==> config.mk <==
export PLATFORM = sky130hd
export DESIGN_NAME = clk_edge_detector
export DESIGN_NICKNAME = d
export VERILOG_FILES = /design/src/rtl/clk_edge_detector.sv
export SDC_FILE = /design/constraint.sdc
export NUM_CORES = 1
export LEC_CHECK = 0
export ABC_AREA = 1
export CORE_AREA = 2 2 39 41
export DETAILED_ROUTE_END_ITERATION = 10
export DIE_AREA = 0 0 41 43
export PLACE_DENSITY = 0.38
export SLEW_MARGIN = 20
export SYNTH_ARGS = -nofsm -noshare
export SYNTH_HDL_FRONTEND = slang
export SYNTH_SLANG_ARGS = --single-unit
==> constraint.sdc <==
create_clock -name clk -period 2.3 [get_ports clk]
set_input_delay 0.575 -clock clk [delete_from_list [all_inputs] [get_ports clk]]
set_output_delay 0.575 -clock clk [all_outputs]
set_load 0.01 [all_outputs]
==> src/rtl/clk_edge_detector.sv <==
// rtl/clk_edge_detector.sv - clock phase indicators derived from rising/falling edge toggle flops
// Reports which clk phase follows the most recent qualifying edge since reset release.
module clk_edge_detector (
    input  logic clk,
    input  logic rst,
    output logic posedge_clk,
    output logic negedge_clk,
    output logic dual_edge_clk
);

    logic r_p_tog;
    logic r_p_seen;
    logic r_n_tog;
    logic r_n_seen;
    logic r_fall_first;
    logic w_pos_phase;

    always_ff @(posedge clk or negedge rst) begin
        if (!rst) begin
            r_p_tog  <= 1'b0;
            r_p_seen <= 1'b0;
        end else begin
            r_p_tog  <= ~r_p_tog;
            r_p_seen <= 1'b1;
        end
    end

    // Parity of the toggle pair alone is ambiguous once both edges have been
    // seen; r_fall_first records which edge type armed the detector first.
    always_ff @(negedge clk or negedge rst) begin
        if (!rst) begin
            r_n_tog      <= 1'b0;
            r_n_seen     <= 1'b0;
            r_fall_first <= 1'b0;
        end else begin
            r_n_tog  <= ~r_n_tog;
            r_n_seen <= 1'b1;
            if (!r_n_seen) begin
                r_fall_first <= ~r_p_seen;
            end
        end
    end

    assign w_pos_phase   = r_p_tog ^ r_n_tog ^ r_fall_first;
    assign posedge_clk   = r_p_seen & w_pos_phase;
    assign negedge_clk   = r_n_seen & ~w_pos_phase;
    assign dual_edge_clk = posedge_clk | negedge_clk;

endmodule

Yosys cells after proc, flatten, opt, wreduce, memory -nomap -nowiden
Cells that the tools add are included.
{ "word_totals": {"regBits": 5, "word_cells": 14, "in_bits": 2, "out_inout_bits": 3} }
{ "classes": {"bitwise_logic": 9} }
{ "op_table": {"columns": ["cell", "n"], "rows": [
  ["inverter 1 bit", 4],
  ["bitwise AND 1 bit", 2],
  ["XOR 1 bit", 2],
  ["bitwise OR 1 bit", 1]
]} }

Depth between registers and ports, before layout
{ "depth": {"ltp_word": 5, "ltp_mapped": 5, "ltp_nobuf": 5} }

==> key figures <==
Status
  – Status: finished, violations left
  – Violated checks: negative setup slack

Routing
  – DR DRC count: 0
  – Post-Route WL: between 300 and 400 µm
  – Number of DRC markers in iteration 0: 1
  – Vias: 186
  – Vias per std cell: about 3.6
  – Antenna viol nets, final: 0
  – DR WL/cell: approximately 7.3 µm
  – First-pass iteration count of the detailed router: 2

Timing
  – Hold Fails Final Rpt: 0
  – Final worst-path setup slack: -0.5989 ns
  – Worst clock skew: 0.01295 ns
  – Final Max Slew Viols: 0
  – Setup TNS Final: -1.749 ns
  – RSZ-0062 raised after global routing: true
  – Final setup vio count: 3

Pwr
  – Sequential power share: between 40% and 50%
  – P per Cell Area: around 610 nW/µm²
  – Worst VDD drop: between 0.15 and 0.2 mV
  – Combinational share of power: 12.3%
  – LEAKAGE: about 0.00019 µW
  – Cell-internal power: roughly 170 µW
  – Switching pwr: around 50 µW
  – Tot Pwr: between 200 and 250 µW
  – Clock power frac: 44.5%
  – Sw Ratio: between 20% and 30%

Place
  – Dpl cells: between 40 and 50
  – Gpl congestion: 0.5769
  – Pre-CTS WS: -0.7282 ns
  – I/O Buffers: 4
  – Detailed placer's ending HPWL: just under 300 µm

Worst setup path
  – Worst Setup SP: r_n_tog
  – WP data required: 1.73 ns
  – Delay of the slowest critical-path stage: about 0.45 ns
  – CP delay by family, top: flip-flops
  – Critical path peak fanout: 3
  – Critical path type: reg -> out
  – Depth of the most critical reg-to-reg path: 1
  – Critical path endpoint: dual_edge_clk
  – R2r setup slk: roughly 0.56 ns
  – Arrival @ worst endpoint: 2.32 ns
  – CP Capture Type: output port
  – CP Depth: 6
  – R2r endpoint: r_fall_first
  – Worst Setup Start Kind: flip-flop
  – Worst r2r src: r_p_seen
  – WP buf/inv: 2
  – CP max stage cell: dfrtn_1
  – Crit-path cells: inv_2, nand2_2, nand3_2, nand3_2, nand2_2, buf_6

Layout
  – Non-filler cells, final: 52
  – # diodes: 0
  – Util after Layout: a little over a quarter
  – Layout overhead on the synthesized area: 74.10%
  – Nets@finish: 39
  – Share of layout cells above drive strength 1: 66.67%

Flow run
  – Max Cap Violations: 0

Yosys
  – Synthesized instance count: 24
  – Most numerous cell in the Yosys netlist: nand3_1
  – Syn_area_per_cell: ~8.7 µm²
  – Sequential area share after synthesis: 60.24%
  – Post-synth EDFFs: 0
  – Main synth FF type: dfrtn_1
  – Synth unique cells: 9
  – Mapped cell area: between 200 and 250 µm²
  – Largest cells by area after synthesis: dfrtn_1 36%, dfrtp_1 24%, nand3_1 14%
  – Asr flop ratio synth: 100.0%
  – YS warnings: 0
  – #FFs+latches synth: 5
  – Area leader, netlist: dfrtn_1
  – Yosys top cell area share: 36.14%
  – Synth top cells by count: 6 x nand3_1, 5 x nand2_1, 3 x dfrtn_1, 3 x inv_1

Clock network
  – Worst-path clk slew: about 0.030 ns
  – H-tree levels: 1
  – CTS tree: yes
  – CTS Buf Count: 3
  – Hold_buf cts: 0
  – Clock tree buffer depth: 2
  – Insertion delay to the later sink of the worst-skew pair: 0.25 ns
  – CTS root buf: clkbuf_4
  – Clk sinks: 5

GRT
  – Total track usage: 6.054%
  – Vias in the first global route: ~180
  – Pin count of the biggest net entering global routing: 6
  – Grt ovf: 0
  – First-pass GRT wire length: 634 µm
  – Initial antenna violation count: 0

Die
  – Standard-cell row count: 14
  – Die Area: approximately 1800 µm²
  – Initial Util: between 10% and 20%
  – Die height: between 40 and 50 µm
  – Io pins: 5
  – DIE WIDTH: a little over 40 µm
  – Core area: approximately 1400 µm²

Worst hold path
  – Tightest Hold Check Type: reg -> reg
[cell families (layout without fill, tap and decap cells)]
group	after synthesis	after routing	synth area share (%)
flip-flops	5	5	60.24
AND/OR/NAND/NOR	12	12	26.51
other	1	2	1.805
AO/OA/AOI/OAI	1	1	2.407
buffers and inverters	5	16	9.037
[area by class of cell]
type,instances,area [µm²]
fillers,157,1022
flip-flops and latches,5,125.1
multi-input cells,15,105.1
repair buffers,7,66.31
clock buffers,4,26.28
well taps,16,20.02
inverters,5,18.77
[how the worst min path moves through the flow]
stage                         from            to  slack [ns]  depth (start not counted)
after floorplan                rst      r_p_seen        0.28                          0
after global placement    r_n_seen  r_fall_first        0.44                          1
after detailed placement  r_n_seen  r_fall_first        0.45                          1
after CTS                 r_n_seen  r_fall_first        0.45                          1
after global routing      r_n_seen  r_fall_first        0.46                          1
final                     r_n_seen  r_fall_first        0.44                          1
[power by group through the flow]
stage	logic [µW]	clock network, µW	registers (µW)
after global routing	30.6	110	96.4
after detailed placement	24.5	0	96.3
final	27.3	99.0	95.9
after CTS	27.7	106	95.9
after global placement	23.9	0	96.3
after floorplan	11.9	0	95.7
[layout by cell type, fill, tap and decap left out]
cell type / count
buf_4: 3
buf_6: 3
clkbuf_1: 1
clkbuf_4: 3
clkdlybuf4s50_1: 1
conb_1: 2
dfrtn_1: 3
dfrtp_1: 2
inv_2: 5
nand2_1: 2
nand2_2: 4
nand3_2: 6
o21ai_0: 1
[per-stage QoR]
| step | hold WS, ns | instance area (µm²) |
|---|---|---|
| after floorplan | 0.2794 | 226.5 |
| after global placement | 0.4433 | 294.0 |
| after detailed placement | 0.4492 | 294.0 |
| after CTS | 0.4493 | 361.6 |
| after global routing | 0.4576 | 361.6 |
| final | 0.4444 | 361.6 |
[sequential cells by signal, summed over array words and instances (netlist names)]
signal	count
r_fall_first	1
r_n_seen	1
r_n_tog	1
r_p_seen	1
r_p_tog	1
[routing by layer]
| layer | vias up | track usage [%] | part of all wire, % |
|---|---|---|---|
| met5 | - | 0 | 0 |
| met4 | 0 | 8.000 | 0 |
| met3 | 0 | 3.141 | 6.3 |
| met2 | 4 | 9.063 | 56 |
| met1 | 87 | 4.248 | 38 |
| li1 | 95 | - | - |
[repair_timing]
action / CTS / global route
buffers inserted: 2 / 0
endpoints found under the setup margin: 3 / 3
pin swaps: 5 / 1
resized for setup: 21 / 0
No activity file was read; power rests on OpenSTA's default activity.
